## config.mk

```make
export PLATFORM = sky130hd
export DESIGN_NAME = keypad_word_entry
export DESIGN_NICKNAME = d
export VERILOG_FILES = /design/src/rtl/keypad_pkg.sv /design/src/rtl/keypad_scanner.sv /design/src/rtl/keypad_word_entry.sv
export SDC_FILE = /design/constraint.sdc
export NUM_CORES = 1
export LEC_CHECK = 0
export BUFFER_PORTS_ARGS = -buffer_cell sky130_fd_sc_hd__buf_2
export CAP_MARGIN = 20
export CELL_PAD_IN_SITES_DETAIL_PLACEMENT = 1
export CELL_PAD_IN_SITES_GLOBAL_PLACEMENT = 1
export CORE_MARGIN = 2
export CORE_UTILIZATION = 49
export DETAILED_ROUTE_END_ITERATION = 6
export GPL_ROUTABILITY_DRIVEN = 0
export PLACE_DENSITY_LB_ADDON = 0.1
export SLEW_MARGIN = 20
export SYNTH_ARGS = -nofsm -noshare
export SYNTH_HDL_FRONTEND = slang
export SYNTH_HIERARCHICAL = 1
export SYNTH_SLANG_ARGS = --single-unit
export TNS_END_PERCENT = 50
```

## constraint.sdc

```tcl
create_clock -name clk -period 5.3 [get_ports clk]
set_input_delay 0.53 -clock clk [delete_from_list [all_inputs] [get_ports clk]]
set_output_delay 0.53 -clock clk [all_outputs]
set_load 0.1 [all_outputs]
```

## src/rtl/keypad_pkg.sv

```systemverilog
// rtl/keypad_pkg.sv - key codes, letter-group tables and scan FSM encoding for the keypad front end
package keypad_pkg;

  typedef enum logic [7:0] {
    KEY_CLEAR      = 8'd9,
    KEY_SUB_LETTER = 8'd10,
    KEY_SUB_WORD   = 8'd11
  } key_cmd_e;

  localparam logic [7:0] NUM_GROUPS = 8'd9;

  typedef logic [1:0] scan_state_t;
  localparam scan_state_t ST_SCAN        = 2'd0;
  localparam scan_state_t ST_DEB_PRESS   = 2'd1;
  localparam scan_state_t ST_DEB_RELEASE = 2'd2;

  function automatic logic [7:0] group_base(input logic [3:0] grp);
    logic [7:0] b;
    case (grp)
      4'd0:    b = 8'h41;
      4'd1:    b = 8'h44;
      4'd2:    b = 8'h47;
      4'd3:    b = 8'h4A;
      4'd4:    b = 8'h4D;
      4'd5:    b = 8'h50;
      4'd6:    b = 8'h53;
      4'd7:    b = 8'h56;
      4'd8:    b = 8'h59;
      default: b = 8'h00;
    endcase
    return b;
  endfunction

  // YZ is the only short group; everything else cycles through three letters.
  function automatic logic [1:0] group_size(input logic [3:0] grp);
    return (grp == 4'd8) ? 2'd2 : 2'd3;
  endfunction

endpackage

```

## src/rtl/keypad_scanner.sv

```systemverilog
// rtl/keypad_scanner.sv - row synchroniser, column scan and press/release debounce
// Emits a one-cycle key_vld with key_code = row*COLS+col per debounced press.
module keypad_scanner
  import keypad_pkg::*;
#(
  parameter int ROWS            = 4,
  parameter int COLS            = 4,
  parameter int SCAN_CYCLES     = 1000,
  parameter int DEBOUNCE_CYCLES = 5000
) (
  input  logic            clk,
  input  logic            nRst,
  input  logic [ROWS-1:0] row_in,
  output logic [COLS-1:0] col_out,
  output logic            key_vld,
  output logic [7:0]      key_code
);

  localparam int RW      = (ROWS > 1) ? $clog2(ROWS) : 1;
  localparam int CW      = (COLS > 1) ? $clog2(COLS) : 1;
  localparam int CNT_MAX = (SCAN_CYCLES > DEBOUNCE_CYCLES) ? SCAN_CYCLES : DEBOUNCE_CYCLES;
  localparam int CNT_W   = $clog2(CNT_MAX + 1);

  logic [ROWS-1:0]  row_s1_q, row_sync_q;
  scan_state_t      state_q, state_d;
  logic [CW-1:0]    col_q, col_d;
  logic [CNT_W-1:0] cnt_q, cnt_d;
  logic [RW-1:0]    row_q, row_d;
  logic [ROWS-1:0]  pat_q, pat_d;
  logic             key_vld_q, key_vld_d;
  logic [7:0]       key_code_q, key_code_d;

  function automatic logic [RW-1:0] lowest_row(input logic [ROWS-1:0] v);
    logic [RW-1:0] r;
    r = '0;
    for (int i = ROWS - 1; i >= 0; i--) begin
      if (v[i]) r = RW'(i);
    end
    return r;
  endfunction

  always_comb begin
    state_d    = state_q;
    col_d      = col_q;
    cnt_d      = cnt_q;
    row_d      = row_q;
    pat_d      = pat_q;
    key_vld_d  = 1'b0;
    key_code_d = key_code_q;
    case (state_q)
      ST_SCAN: begin
        if (row_sync_q != '0) begin
          state_d = ST_DEB_PRESS;
          cnt_d   = '0;
          pat_d   = row_sync_q;
          row_d   = lowest_row(row_sync_q);
        end else if (cnt_q == CNT_W'(SCAN_CYCLES - 1)) begin
          cnt_d = '0;
          col_d = (col_q == CW'(COLS - 1)) ? '0 : col_q + 1'b1;
        end else begin
          cnt_d = cnt_q + 1'b1;
        end
      end
      ST_DEB_PRESS: begin
        // Any deviation from the captured row pattern counts as bounce.
        if (row_sync_q != pat_q) begin
          state_d = ST_SCAN;
          cnt_d   = '0;
        end else if (cnt_q == CNT_W'(DEBOUNCE_CYCLES - 1)) begin
          state_d    = ST_DEB_RELEASE;
          cnt_d      = '0;
          key_vld_d  = 1'b1;
          key_code_d = 8'(row_q) * 8'(COLS) + 8'(col_q);
        end else begin
          cnt_d = cnt_q + 1'b1;
        end
      end
      ST_DEB_RELEASE: begin
        if (row_sync_q != '0) begin
          cnt_d = '0;
        end else if (cnt_q == CNT_W'(DEBOUNCE_CYCLES - 1)) begin
          state_d = ST_SCAN;
          cnt_d   = '0;
        end else begin
          cnt_d = cnt_q + 1'b1;
        end
      end
      default: begin
        state_d = ST_SCAN;
        cnt_d   = '0;
      end
    endcase
  end

  always_ff @(posedge clk) begin
    if (!nRst) begin
      row_s1_q   <= '0;
      row_sync_q <= '0;
      state_q    <= ST_SCAN;
      col_q      <= '0;
      cnt_q      <= '0;
      row_q      <= '0;
      pat_q      <= '0;
      key_vld_q  <= 1'b0;
      key_code_q <= '0;
    end else begin
      row_s1_q   <= row_in;
      row_sync_q <= row_s1_q;
      state_q    <= state_d;
      col_q      <= col_d;
      cnt_q      <= cnt_d;
      row_q      <= row_d;
      pat_q      <= pat_d;
      key_vld_q  <= key_vld_d;
      key_code_q <= key_code_d;
    end
  end

  assign col_out  = COLS'(1) << col_q;
  assign key_vld  = key_vld_q;
  assign key_code = key_code_q;

endmodule

```

## src/rtl/keypad_word_entry.sv

```systemverilog
// rtl/keypad_word_entry.sv - multi-tap letter selection and word assembly on top of the scanner
module keypad_word_entry
  import keypad_pkg::*;
#(
  parameter int ROWS            = 4,
  parameter int COLS            = 4,
  parameter int SCAN_CYCLES     = 1000,
  parameter int DEBOUNCE_CYCLES = 5000,
  parameter int MAX_WORD_LEN    = 8
) (
  input  logic                                clk,
  input  logic                                nRst,
  input  logic [ROWS-1:0]                     row_in,
  output logic [COLS-1:0]                     col_out,
  output logic                                pending_vld,
  output logic [7:0]                          pending_chr,
  output logic                                commit_vld,
  output logic [7:0]                          commit_chr,
  output logic                                del_pulse,
  output logic                                word_done,
  output logic [$clog2(MAX_WORD_LEN+1)-1:0]   word_len,
  output logic                                key_error
);

  localparam int LEN_W = $clog2(MAX_WORD_LEN + 1);

  logic             key_vld;
  logic [7:0]       key_code;
  logic             pend_q, pend_d;
  logic [3:0]       group_q, group_d;
  logic [1:0]       tap_q, tap_d;
  logic [LEN_W-1:0] len_q, len_d;
  logic [7:0]       commit_chr_q, commit_chr_d;
  logic             commit_q, commit_d, del_q, del_d, done_q, done_d, err_q, err_d;
  logic [7:0]       pend_chr;

  keypad_scanner #(
    .ROWS            (ROWS),
    .COLS            (COLS),
    .SCAN_CYCLES     (SCAN_CYCLES),
    .DEBOUNCE_CYCLES (DEBOUNCE_CYCLES)
  ) u_scanner (
    .clk      (clk),
    .nRst     (nRst),
    .row_in   (row_in),
    .col_out  (col_out),
    .key_vld  (key_vld),
    .key_code (key_code)
  );

  assign pend_chr = pend_q ? group_base(group_q) + {6'd0, tap_q} : 8'h00;

  always_comb begin
    pend_d       = pend_q;
    group_d      = group_q;
    tap_d        = tap_q;
    len_d        = len_q;
    commit_chr_d = commit_chr_q;
    commit_d     = 1'b0;
    del_d        = 1'b0;
    done_d       = 1'b0;
    err_d        = 1'b0;
    if (key_vld) begin
      if (key_code < NUM_GROUPS) begin
        if (pend_q && group_q == key_code[3:0]) begin
          tap_d = (tap_q == group_size(group_q) - 2'd1) ? 2'd0 : tap_q + 2'd1;
        end else begin
          pend_d  = 1'b1;
          group_d = key_code[3:0];
          tap_d   = 2'd0;
        end
      end else begin
        case (key_code)
          KEY_SUB_LETTER: begin
            if (pend_q && len_q != LEN_W'(MAX_WORD_LEN)) begin
              commit_d     = 1'b1;
              commit_chr_d = pend_chr;
              len_d        = len_q + 1'b1;
              pend_d       = 1'b0;
            end else begin
              err_d = 1'b1;
            end
          end
          KEY_CLEAR: begin
            if (pend_q) begin
              pend_d = 1'b0;
            end else if (len_q != '0) begin
              del_d = 1'b1;
              len_d = len_q - 1'b1;
            end else begin
              err_d = 1'b1;
            end
          end
          KEY_SUB_WORD: begin
            if (pend_q || len_q == '0) begin
              err_d = 1'b1;
            end else begin
              done_d = 1'b1;
              len_d  = '0;
            end
          end
          default: ;
        endcase
      end
    end
  end

  always_ff @(posedge clk) begin
    if (!nRst) begin
      pend_q       <= 1'b0;
      group_q      <= '0;
      tap_q        <= '0;
      len_q        <= '0;
      commit_chr_q <= '0;
      commit_q     <= 1'b0;
      del_q        <= 1'b0;
      done_q       <= 1'b0;
      err_q        <= 1'b0;
    end else begin
      pend_q       <= pend_d;
      group_q      <= group_d;
      tap_q        <= tap_d;
      len_q        <= len_d;
      commit_chr_q <= commit_chr_d;
      commit_q     <= commit_d;
      del_q        <= del_d;
      done_q       <= done_d;
      err_q        <= err_d;
    end
  end

  assign pending_vld = pend_q;
  assign pending_chr = pend_chr;
  assign commit_vld  = commit_q;
  assign commit_chr  = commit_chr_q;
  assign del_pulse   = del_q;
  assign word_done   = done_q;
  assign word_len    = len_q;
  assign key_error   = err_q;

endmodule

```

# Word level (Yosys, flattened, before mapping)
# Memories as Yosys holds them, arrays and structs flattened. A register that Yosys moved wholly into a read port is not among the register bits.
# Cells that the tools add are included.
# word_totals
ff_bits	63
romBits	96
in_bits	6
out_inout_bits	29
mem_count	1
# mem_list
memory	depth	width	rd	rd_clocked_by_memory_dff	wr	line	source
(no name shown)	16	6	1	1	0	keypad_pkg.sv:19	case (grp)
# classes
n_addsub	8
n_lt_le_gt_ge	1
eq_ne	23
n_shift	1
muxes	41
bitwise_logic	10
n_reduce_logical	23
# op_table
op	count
13-bit two-way mux	5
13-bit one-hot mux with 3 select lines	1
8-bit by 4-bit == test with 1-bit output (second input constant)	3
2-bit two-way mux	12
4-bit two-way mux	6
13-bit by 1-bit adder with 13-bit output (second input constant)	1
13-bit by 10-bit == test with 1-bit output (second input constant)	1
13-bit == test (second input constant)	1
1-bit two-way mux	12
2-bit inequality test (second input constant)	6
4-bit one-hot mux with 3 select lines	1
4-bit AND reduction	3
1-bit inverter	10
3-bit AND reduction	3
8-bit by 2-bit adder with 8-bit output	1
8-bit by 4-bit less-than comparator with 1-bit output (second input constant)	1
8-bit two-way mux	1
4-bit nonzero test	2
4-bit OR reduction	2
7-bit AND reduction	1
2-bit one-hot mux with 3 select lines	1
3-bit nonzero test	2
3-bit OR reduction	2
4-bit by 2-bit adder with 5-bit output	1
23 further kinds	28

# Longest topological paths before layout
# Gate-level depths: netlist of the first run.
# depth
depth_word	6
depth_mapped	10
depth_no_buf	9

# By module
# Netlist of the first run, hierarchy kept.
# by_module_without_submodules
module	instances	cells_per_inst	area_per_inst_um2
keypad_scanner	1	182	1695.4
keypad_word_entry	1	182	1661.6

# Worst setup path before layout of the first run
# Ideal clock, no wire load.
# synth_timing
path_kind	register to output
from	register pend_q (netlist: pending_vld)
to	output port pending_chr[5]
arrival_time_ns	3.424
required_time_ns	4.770
slack_ns	1.346
stages_incl_launch_ff	4
n_path_buf	1
path_cell_list	dfxtp_1 -> clkbuf_1 -> nand3_1 -> nor3_1
# synth_via
elab_chain_cells	1
# synth_rtl
element	line	source
start: declaration	keypad_word_entry.sv:29	logic pend_q, pend_d;
start signal: assignment	keypad_word_entry.sv:120	pend_q <= pend_d;
8-bit two-way mux	keypad_word_entry.sv:51	assign pend_chr = pend_q ? group_base(group_q) + {6'd0, tap_q} : 8'h00;
end: declaration	keypad_word_entry.sv:16	output logic [7:0] pending_chr,
# Every way passes these cells.

# Worst setup path after layout of the first run
# layout_timing
from	register tap_q[0]
to	output port pending_chr[4]
# layout_via
elab_chain_cells	2
# layout_rtl
element	line	source
start: declaration	keypad_word_entry.sv:31	logic [1:0] tap_q, tap_d;
start signal: assignment	keypad_word_entry.sv:122	tap_q <= tap_d;
8-bit by 2-bit adder with 8-bit output	keypad_word_entry.sv:51	
8-bit two-way mux	keypad_word_entry.sv:51	
# Every way passes these cells.

==> results of run 1 <==
[final cells by class]
cell class                 count  area share (%)
multi-input combinational    270            51.4
timing repair buffer          32            4.29
clock inverter                 7            2.75
clock buffer                   9            3.32
sequential                    64            34.4
tap                           80            2.68
inverter                      12            1.21
[cells in the final DEF, fill, tap and decap left out, types with 9 or more instances in the layout]
cell type / Yosys / final
sky130_fd_sc_hd__xor2_1: 12 / 12
sky130_fd_sc_hd__nand3_1: 15 / 15
sky130_fd_sc_hd__xnor2_1: 11 / 11
sky130_fd_sc_hd__and2_1: 16 / 16
sky130_fd_sc_hd__buf_2: 3 / 32
sky130_fd_sc_hd__dfxtp_1: 64 / 64
sky130_fd_sc_hd__ha_1: 11 / 11
sky130_fd_sc_hd__nor2_1: 11 / 11
sky130_fd_sc_hd__nand2_1: 33 / 33
sky130_fd_sc_hd__nor2b_1: 21 / 21
sky130_fd_sc_hd__a21boi_0: 9 / 9
sky130_fd_sc_hd__o21ai_0: 10 / 10
sky130_fd_sc_hd__mux2i_1: 15 / 15
sky130_fd_sc_hd__inv_1: 12 / 12
sky130_fd_sc_hd__clkbuf_8: 0 / 9
sky130_fd_sc_hd__a31oi_1: 13 / 13
[worst max-delay path, cell delays in order (launching register included)]
cell	delay, ps
sky130_fd_sc_hd__dfxtp_1	360
sky130_fd_sc_hd__ha_1	240
sky130_fd_sc_hd__fa_1	420
sky130_fd_sc_hd__nand3_1	130
sky130_fd_sc_hd__xor2_1	80
sky130_fd_sc_hd__nor2_1	110
sky130_fd_sc_hd__buf_2	440
[through the flow]
step	worst slack [ps]	power [W]
2_1_floorplan	1350	0.000552
3_3_place_gp	2700	0.000556
3_5_place_dp	2590	0.000558
4_1_cts	2610	0.00104
6_report	2640	0.00103
5_1_grt	2440	0.00108
[power by group]
| group | switching (W) | total (W) | internal, W |
|---|---|---|---|
| clock | 0.000215 | 0.000485 | 0.000270 |
| sequential | 0.00000680 | 0.000496 | 0.000489 |
| combinational | 0.0000340 | 0.0000511 | 0.0000171 |
[kinds of logic (layout without fill, tap and decap cells)]
kind of cell / after synthesis / after routing / synth area share, %
buffers and inverters: 34 / 60 / 5.18
XOR/XNOR: 23 / 23 / 6.00
adder cells (fa/ha/maj): 13 / 13 / 5.29
multiplexers: 18 / 18 / 5.89
AND/OR/NAND/NOR: 152 / 152 / 27.2
flip-flops: 64 / 64 / 38.2
AO/OA/AOI/OAI: 58 / 58 / 12.0
other: 2 / 6 / 0.224
[worst paths after layout]
kind / to / slack, ps / startpoint / cells after the start
worst max-delay path: pending_chr[4] / 2640 / tap_q[0]$_SDFFE_PN0P_ / 6
worst max register to register: flop / 2670 / u_scanner/key_code[0]$_SDFFE_PN0P_ / 8
worst min-delay path: u_scanner/row_s1_q[2]$_SDFF_PN0_ / 370 / row_in[2] / 2
worst min register to register: u_scanner/row_sync_q[3]$_SDFF_PN0_ / 440 / u_scanner/row_s1_q[3]$_SDFF_PN0_ / 1
[flip-flops by register name (all words and copies together) (netlist names), named ones only]
| signal | flops |
|---|---|
| u_scanner/pat_q | 4 |
| commit_chr | 7 |
| word_len | 4 |
| group_q | 4 |
| tap_q | 2 |
| commit_vld | 1 |
| u_scanner/state_q | 2 |
| key_error | 1 |
| u_scanner/row_s1_q | 4 |
| del_pulse | 1 |
| word_done | 1 |
| u_scanner/row_q | 2 |
| u_scanner/cnt_q | 13 |
| u_scanner/key_vld | 1 |
| u_scanner/col_q | 2 |
| pending_vld | 1 |
| u_scanner/row_sync_q | 4 |
| u_scanner/key_code | 4 |
[metal layers]
| layer | global-route usage, % | up-vias | wire length [um] | share of wire [%] |
|---|---|---|---|---|
| met3 | 6.29 | 11 | 255 | 3.4 |
| met5 | 0 | - | 0 | 0 |
| li1 | - | 1319 | - | - |
| met4 | 9.23 | 0 | 155 | 2.1 |
| met1 | 26.2 | 1315 | 3350 | 45 |
| met2 | 35.7 | 44 | 3670 | 49 |
==> flow_summary.html, run 1 <==
<table>
<tr><th>Metric</th><th>Value</th></tr>
<tr><th colspan="2">Synth</th></tr>
<tr><td>Syn Std Cell Area</td><td>0.00336 sq mm</td></tr>
<tr><td>Fraction of post-synthesis cell area in the top cell type by area</td><td>38.2%</td></tr>
<tr><td>Synthesized netlist cell count</td><td>364</td></tr>
<tr><td>Yosys warnings</td><td>6</td></tr>
<tr><td>Cell type with the largest total area after synthesis</td><td>sky130_fd_sc_hd__dfxtp_1</td></tr>
<tr><td>Sequential area share after synthesis</td><td>38.2%</td></tr>
<tr><td>Commonest cells in the netlist</td><td>64 x sky130_fd_sc_hd__dfxtp_1, 33 x sky130_fd_sc_hd__nand2_1, 21 x sky130_fd_sc_hd__nor2b_1</td></tr>
<tr><td>Mean cell area of the mapped netlist</td><td>9.22 sq um</td></tr>
<tr><td>Cells taking the most area after synthesis</td><td>sky130_fd_sc_hd__dfxtp_1 38%, sky130_fd_sc_hd__mux2i_1 4.5%, sky130_fd_sc_hd__ha_1 4.1%</td></tr>
<tr><td>Unique cell type count in the Yosys netlist</td><td>62</td></tr>
<tr><td>Synthesized flop and latch total</td><td>64</td></tr>
<tr><td>FFs w/ async S/R, synth</td><td>0%</td></tr>
<tr><td>Post-synth top flop</td><td>sky130_fd_sc_hd__dfxtp_1</td></tr>
<tr><td>Most instantiated library cell after synthesis</td><td>sky130_fd_sc_hd__dfxtp_1</td></tr>
<tr><td>Number of flops mapped to enable cells by yosys</td><td>0</td></tr>
<tr><th colspan="2">Clock network</th></tr>
<tr><td>Worst skew pair latency</td><td>350 ps</td></tr>
<tr><td>Maximum buffer depth of the clock tree</td><td>2</td></tr>
<tr><td>Clock tree from TritonCTS</td><td>built</td></tr>
<tr><td>Post-cts sizing count</td><td>0</td></tr>
<tr><td>Post-CTS setup-driven buffer insertion count</td><td>0</td></tr>
<tr><td>Number of buffers inserted during clock tree synthesis</td><td>9</td></tr>
<tr><td>Clock-pin slew on the worst setup and hold paths</td><td>80 ps</td></tr>
<tr><td>Number of sinks handled by clock tree synthesis</td><td>64</td></tr>
<tr><td>Hold-fix buffer count after cts</td><td>0</td></tr>
<tr><td>Clock Root Buffer</td><td>sky130_fd_sc_hd__clkbuf_8</td></tr>
<tr><td>Number of levels the H-tree was split into</td><td>3</td></tr>
<tr><th colspan="2">Timing</th></tr>
<tr><td>Worst hold margin</td><td>375 ps</td></tr>
<tr><td>RSZ-0062 raised after global routing</td><td>false</td></tr>
<tr><td>Finish-stage setup viols</td><td>0</td></tr>
<tr><td>Slew at the pin closest to its max-slew limit</td><td>867 ps</td></tr>
<tr><td>Maximum achievable frequency</td><td>375 MHz</td></tr>
<tr><td>Time the worst path needs with I/O delays and setup</td><td>2660 ps</td></tr>
<tr><td>Number of slew-limit violations in the final report</td><td>0</td></tr>
<tr><td>Total count of hold-check failures in the final report</td><td>0</td></tr>
<tr><td>Final Skew</td><td>11.2 ps</td></tr>
<tr><td>Final clock period utilization by the worst path</td><td>50.3%</td></tr>
<tr><td>Worst slew margin relative to its limit</td><td>42.2%</td></tr>
<tr><td>Sum of negative setup slack</td><td>0 ps</td></tr>
<tr><th colspan="2">Final layout</th></tr>
<tr><td>Cell area after layout</td><td>0.00373 sq mm</td></tr>
<tr><td>Area of combinational cells with multiple inputs</td><td>0.00192 sq mm</td></tr>
<tr><td>Fraction of final layout cells sized beyond drive strength 1</td><td>17.5%</td></tr>
<tr><td>Count of antenna diodes in the layout</td><td>0</td></tr>
<tr><td>Utilization of the core after routing</td><td>55.5%</td></tr>
<tr><td>Count of fill cells added during filler insertion</td><td>796</td></tr>
<tr><td>Register area</td><td>0.00128 sq mm</td></tr>
<tr><td>Finished Layout Cells</td><td>474</td></tr>
<tr><td>Number of nets at the end of the flow</td><td>408</td></tr>
<tr><td>Area grow syn2layout</td><td>11.1%</td></tr>
<tr><th colspan="2">Global route</th></tr>
<tr><td>Via count of the first global-routing pass</td><td>2705</td></tr>
<tr><td>Maximum number of pins on one net before global-route repair</td><td>60</td></tr>
<tr><td>Number of antenna violations at the first check in global routing</td><td>0</td></tr>
<tr><td>First-pass GRT wire length</td><td>12700 um</td></tr>
<tr><td>Total routing usage reported by global routing</td><td>21.6%</td></tr>
<tr><td>Leftover overflow at the end of global routing</td><td>0</td></tr>
<tr><th colspan="2">Setup path</th></tr>
<tr><td>Type of element launching the critical path</td><td>flop</td></tr>
<tr><td>Setup crit end kind</td><td>output pin</td></tr>
<tr><td>Data required time at the worst endpoint</td><td>4770 ps</td></tr>
<tr><td>CP max FO</td><td>5</td></tr>
<tr><td>Arr. time, crit path</td><td>2130 ps</td></tr>
<tr><td>Path type of the worst setup path</td><td>reg2out</td></tr>
<tr><th colspan="2">Route</th></tr>
<tr><td>Via count of the routed design</td><td>2689</td></tr>
<tr><td>Detail-routed net length per standard cell</td><td>15.7 um</td></tr>
<tr><td>DRC Markers</td><td>0</td></tr>
<tr><td>Number of nets with antenna violations after routing</td><td>0</td></tr>
<tr><td>Overall routed net length</td><td>7440 um</td></tr>
<tr><td>Iteration count of the initial detailed-routing pass</td><td>4</td></tr>
<tr><td>Number of vias per cell after detailed routing</td><td>5.67</td></tr>
<tr><td>Violation count after the first detailed-routing iteration</td><td>132</td></tr>
<tr><th colspan="2">Status</th></tr>
<tr><td>Outcome</td><td>complete, no violations</td></tr>
<tr><th colspan="2">Place</th></tr>
<tr><td>Count of port buffers added during placement</td><td>32</td></tr>
<tr><td>Total placed instance area</td><td>0.00350 sq mm</td></tr>
<tr><td>Hpwl dp</td><td>4980 um</td></tr>
<tr><td>Number of placed instances with taps included</td><td>458</td></tr>
<tr><th colspan="2">Min path</th></tr>
<tr><td>Hold Crit Class</td><td>in2reg</td></tr>
<tr><th colspan="2">Floorplan</th></tr>
<tr><td>Placeable core region</td><td>0.00672 sq mm</td></tr>
<tr><td>Num ports</td><td>35</td></tr>
<tr><td>Die height</td><td>86.8 um</td></tr>
<tr><td>Die width</td><td>86.8 um</td></tr>
<tr><td>Number of rows in the core area</td><td>30</td></tr>
<tr><td>Die ar.</td><td>0.00753 sq mm</td></tr>
<tr><td>Initial core utilization</td><td>50.0%</td></tr>
<tr><th colspan="2">Pwr</th></tr>
<tr><td>Leakage power summed over all cells</td><td>1.46 nW</td></tr>
<tr><td>Power per Cell Area</td><td>277 mW/mm^2</td></tr>
<tr><td>Peak VDD IR</td><td>177 uV</td></tr>
<tr><th colspan="2">Run</th></tr>
<tr><td>Number of max-cap violations</td><td>0</td></tr>
</table>
Power figures use the tool's default switching activity.
==> run 2: changes to the inputs <==
--- a/config.mk
+++ b/config.mk
@@ -10,7 +10,7 @@
 export CELL_PAD_IN_SITES_DETAIL_PLACEMENT = 1
 export CELL_PAD_IN_SITES_GLOBAL_PLACEMENT = 1
 export CORE_MARGIN = 2
-export CORE_UTILIZATION = 49
+export CORE_UTILIZATION = 45
 export DETAILED_ROUTE_END_ITERATION = 6
 export GPL_ROUTABILITY_DRIVEN = 0
 export PLACE_DENSITY_LB_ADDON = 0.1
==> constraint.sdc (replaced) <==
create_clock -name clk -period 2.5 [get_ports clk]
set_input_delay 0.25 -clock clk [delete_from_list [all_inputs] [get_ports clk]]
set_output_delay 0.25 -clock clk [all_outputs]
set_load 0.1 [all_outputs]
==> flow_summary.html, run 2 (synthesis results as in run 1) <==
<table>
<tr><th>Metric</th><th>Value</th></tr>
<tr><th colspan="2">Route</th></tr>
<tr><td>Metal-1 WL</td><td>3130 um (was 3350 um)</td></tr>
<tr><td>Iteration count of the initial detailed-routing pass</td><td>4 (unchanged)</td></tr>
<tr><td>Overall routed net length</td><td>7240 um (was 7440 um)</td></tr>
<tr><td>Number of vias per cell after detailed routing</td><td>5.24 (was 5.67)</td></tr>
<tr><td>Via count of the routed design</td><td>2638 (was 2689)</td></tr>
<tr><td>Detail-routed net length per standard cell</td><td>14.4 um (was 15.7 um)</td></tr>
<tr><td>Met2 routed wirelength</td><td>3820 um (was 3670 um)</td></tr>
<tr><td>Met3 WL</td><td>204 um (was 255 um)</td></tr>
<tr><td>Number of nets with antenna violations after routing</td><td>0 (unchanged)</td></tr>
<tr><td>DRC Markers</td><td>0 (unchanged)</td></tr>
<tr><td>Violation count after the first detailed-routing iteration</td><td>50 (was 132)</td></tr>
<tr><td>Uppermost routed layer</td><td>met4 (unchanged)</td></tr>
<tr><th colspan="2">Timing</th></tr>
<tr><td>Final clock period utilization by the worst path</td><td>93.2%</td></tr>
<tr><td>RSZ-0062 raised after global routing</td><td>false (unchanged)</td></tr>
<tr><td>Sum of negative setup slack</td><td>0 ps (unchanged)</td></tr>
<tr><td>Time the worst path needs with I/O delays and setup</td><td>2330 ps</td></tr>
<tr><td>Worst slew margin relative to its limit</td><td>56.2% (was 42.2%)</td></tr>
<tr><td>Total count of hold-check failures in the final report</td><td>0 (unchanged)</td></tr>
<tr><td>Maximum achievable frequency</td><td>429 MHz</td></tr>
<tr><td>Number of slew-limit violations in the final report</td><td>0 (unchanged)</td></tr>
<tr><td>Finish-stage setup viols</td><td>0 (unchanged)</td></tr>
<tr><td>Final Skew</td><td>11.1 ps (was 11.2 ps)</td></tr>
<tr><td>Slew at the pin closest to its max-slew limit</td><td>655 ps (was 867 ps)</td></tr>
<tr><th colspan="2">Floorplan</th></tr>
<tr><td>Placeable core region</td><td>0.00725 sq mm (was 0.00672 sq mm)</td></tr>
<tr><td>Die width</td><td>90.4 um (was 86.8 um)</td></tr>
<tr><td>Die height</td><td>90.4 um (was 86.8 um)</td></tr>
<tr><td>Die ar.</td><td>0.00817 sq mm (was 0.00753 sq mm)</td></tr>
<tr><td>Number of rows in the core area</td><td>31 (was 30)</td></tr>
<tr><td>Initial core utilization</td><td>46.3% (was 50.0%)</td></tr>
<tr><td>Num ports</td><td>35 (unchanged)</td></tr>
<tr><th colspan="2">Clock network</th></tr>
<tr><td>Clock-pin slew on the worst setup and hold paths</td><td>80 ps (about the same)</td></tr>
<tr><td>Hold-fix buffer count after cts</td><td>0 (unchanged)</td></tr>
<tr><td>Clock tree from TritonCTS</td><td>built (unchanged)</td></tr>
<tr><td>Number of levels the H-tree was split into</td><td>3 (unchanged)</td></tr>
<tr><td>Worst skew pair latency</td><td>350 ps (about the same)</td></tr>
<tr><td>Number of sinks handled by clock tree synthesis</td><td>64 (unchanged)</td></tr>
<tr><td>Maximum buffer depth of the clock tree</td><td>2 (unchanged)</td></tr>
<tr><td>Post-CTS setup-driven buffer insertion count</td><td>0 (unchanged)</td></tr>
<tr><td>Clock Root Buffer</td><td>sky130_fd_sc_hd__clkbuf_8 (unchanged)</td></tr>
<tr><td>Number of buffers inserted during clock tree synthesis</td><td>9 (unchanged)</td></tr>
<tr><th colspan="2">Pwr</th></tr>
<tr><td>Share of total power in the clock network</td><td>43.9% (was 47.0%)</td></tr>
<tr><td>Peak VDD IR</td><td>441 uV (was 177 uV)</td></tr>
<tr><td>Cell-internal power</td><td>0.00155 W (was 0.000776 W)</td></tr>
<tr><td>Sequential group share of total power</td><td>50.7% (was 48.0%)</td></tr>
<tr><td>Tot Pwr</td><td>0.00207 W (was 0.00103 W)</td></tr>
<tr><td>Combinational Power Share</td><td>5.4% (was 5.0%)</td></tr>
<tr><td>Leakage power summed over all cells</td><td>1.51 nW (was 1.46 nW)</td></tr>
<tr><td>Power per Cell Area</td><td>540 mW/mm^2 (was 277 mW/mm^2)</td></tr>
<tr><td>Switching share of power</td><td>25.4% (was 24.7%)</td></tr>
<tr><td>Net load switching power</td><td>0.000528 W (was 0.000255 W)</td></tr>
<tr><th colspan="2">Setup path</th></tr>
<tr><td>Type of element launching the critical path</td><td>flop (unchanged)</td></tr>
<tr><td>Data required time at the worst endpoint</td><td>2250 ps (was 4770 ps)</td></tr>
<tr><td>Highest-delay cell along the critical path</td><td>sky130_fd_sc_hd__buf_2 (unchanged)</td></tr>
<tr><td>Path type of the worst setup path</td><td>reg2out (unchanged)</td></tr>
<tr><td>Family with the most delay on the worst path</td><td>adder cells (unchanged)</td></tr>
<tr><td>CP max FO</td><td>5 (unchanged)</td></tr>
<tr><td>Slowest stage delay, CP</td><td>430 ps (was 440 ps)</td></tr>
<tr><td>Setup crit end kind</td><td>output pin (unchanged)</td></tr>
<tr><td>Sum of buffers and inverters on the critical path</td><td>1 (unchanged)</td></tr>
<tr><td>Arr. time, crit path</td><td>2080 ps (was 2130 ps)</td></tr>
<tr><td>Ordered list of cells on the worst path</td><td>ha_1, fa_1, nand3_1, xor2_1, nor2_2, buf_2 (was ha_1, fa_1, nand3_1, xor2_1, nor2_1, buf_2)</td></tr>
<tr><th colspan="2">Run</th></tr>
<tr><td>Number of max-cap violations</td><td>0 (unchanged)</td></tr>
<tr><th colspan="2">Final layout</th></tr>
<tr><td>Fraction of final layout cells sized beyond drive strength 1</td><td>20.8% (was 17.5%)</td></tr>
<tr><td>Most used cells in the layout excluding fill and tap cells</td><td>63 x sky130_fd_sc_hd__dfxtp_1, 33 x sky130_fd_sc_hd__nand2_1, 31 x sky130_fd_sc_hd__buf_2 (was 64 x sky130_fd_sc_hd__dfxtp_1, 33 x sky130_fd_sc_hd__nand2_1, 32 x sky130_fd_sc_hd__buf_2)</td></tr>
<tr><td>Number of flip-flops in the largest register</td><td>13 (unchanged)</td></tr>
<tr><td>Number of nets at the end of the flow</td><td>418 (was 408)</td></tr>
<tr><td>Top reg by flops</td><td>u_scanner/cnt_q (unchanged)</td></tr>
<tr><td>Most common cell after layout, fill and taps aside</td><td>sky130_fd_sc_hd__dfxtp_1 (unchanged)</td></tr>
<tr><td>Count of fill cells added during filler insertion</td><td>868 (was 796)</td></tr>
<tr><td>Area grow syn2layout</td><td>14.3% (was 11.1%)</td></tr>
<tr><td>Count of antenna diodes in the layout</td><td>0 (unchanged)</td></tr>
<tr><th colspan="2">Global route</th></tr>
<tr><td>Number of antenna violations at the first check in global routing</td><td>0 (unchanged)</td></tr>
<tr><td>First-pass GRT wire length</td><td>12400 um (was 12700 um)</td></tr>
<tr><td>Maximum number of pins on one net before global-route repair</td><td>26 (was 60)</td></tr>
<tr><td>Total routing usage reported by global routing</td><td>18.6% (was 21.6%)</td></tr>
<tr><td>Leftover overflow at the end of global routing</td><td>0 (unchanged)</td></tr>
<tr><td>Via count of the first global-routing pass</td><td>2620 (was 2705)</td></tr>
<tr><th colspan="2">Place</th></tr>
<tr><td>Hpwl dp</td><td>5180 um (was 4980 um)</td></tr>
<tr><td>Count of port buffers added during placement</td><td>32 (unchanged)</td></tr>
<tr><th colspan="2">Status</th></tr>
<tr><td>Outcome</td><td>complete, no violations (unchanged)</td></tr>
<tr><th colspan="2">Min path</th></tr>
<tr><td>Hold Crit Class</td><td>in2reg (unchanged)</td></tr>
</table>
run 2: cell count changes in the layout (fill, tap and decap cells not counted), sizes merged:
| cell | before | now |
|---|---|---|
| inv | 15 | 14 |
| clkinv | 1 | 2 |
| buf | 32 | 41 |
| bufinv | 2 | 1 |
| clkinvlp | 1 | 2 |
| clkbuf | 9 | 10 |
run 2: repair_timing:
item	in CTS	in global routing
setup endpoints to repair	0	2
resized for setup	0	2
hold endpoints to repair	0	0
run 2: per-stage QoR:
| stage | std cells | hold WS, ps | instance area [sq um] | util, % | setup WS, ps |
|---|---|---|---|---|---|
| final | 503 | 107 | 3840 | 52.9 | 171 |
| after global routing | 503 | 88.8 | 3840 | 52.9 | 50.4 |
| after CTS | 503 | 88.6 | 3830 | 52.8 | 114 |
| after detailed placement | 487 | 422 | 3620 | 50.0 | 207 |
| after global placement | 487 | 414 | 3620 | 50.0 | 362 |
| after floorplan | 368 | 377 | 3390 | - | 19.8 |
run 2: power by group through the flow:
stage	clock network (W)	registers, W	logic [W]
2_1_floorplan	0	0.00107	0.000100
3_3_place_gp	0	0.00107	0.000113
6_report	0.000911	0.00105	0.000113
4_1_cts	0.000948	0.00105	0.000114
5_1_grt	0.000993	0.00105	0.000126
3_5_place_dp	0	0.00107	0.000114
run 2: cell type report:
cell class	count	area, sq um	share of cell area [%]
sequential	64	1280	33.4
clock inverter	7	80.1	2.09
tap	99	124	3.23
inverter	12	45.0	1.17
timing repair buffer	42	238	6.19
clock buffer	9	124	3.23
multi-input combinational	270	1950	50.7
run 2: worst paths after layout:
check	startpoint	endpoint	slack (ps)	cells after the start
worst max-delay path	tap_q[0]$_SDFFE_PN0P_	pending_chr[4]	170	6
worst min-delay path	row_in[3]	u_scanner/row_s1_q[3]$_SDFF_PN0_	110	2
worst max register to register	u_scanner/key_code[2]$_SDFFE_PN0P_	flop	250	8
worst min register to register	u_scanner/row_s1_q[1]$_SDFF_PN0_	u_scanner/row_sync_q[1]$_SDFF_PN0_	440	1
run 2: layer usage:
layer	vias to the layer above	global-route usage, %
met3	8	4.84
met4	0	5.38
met1	1264	20.5
li1	1334	-
met2	32	34.9
met5	-	0
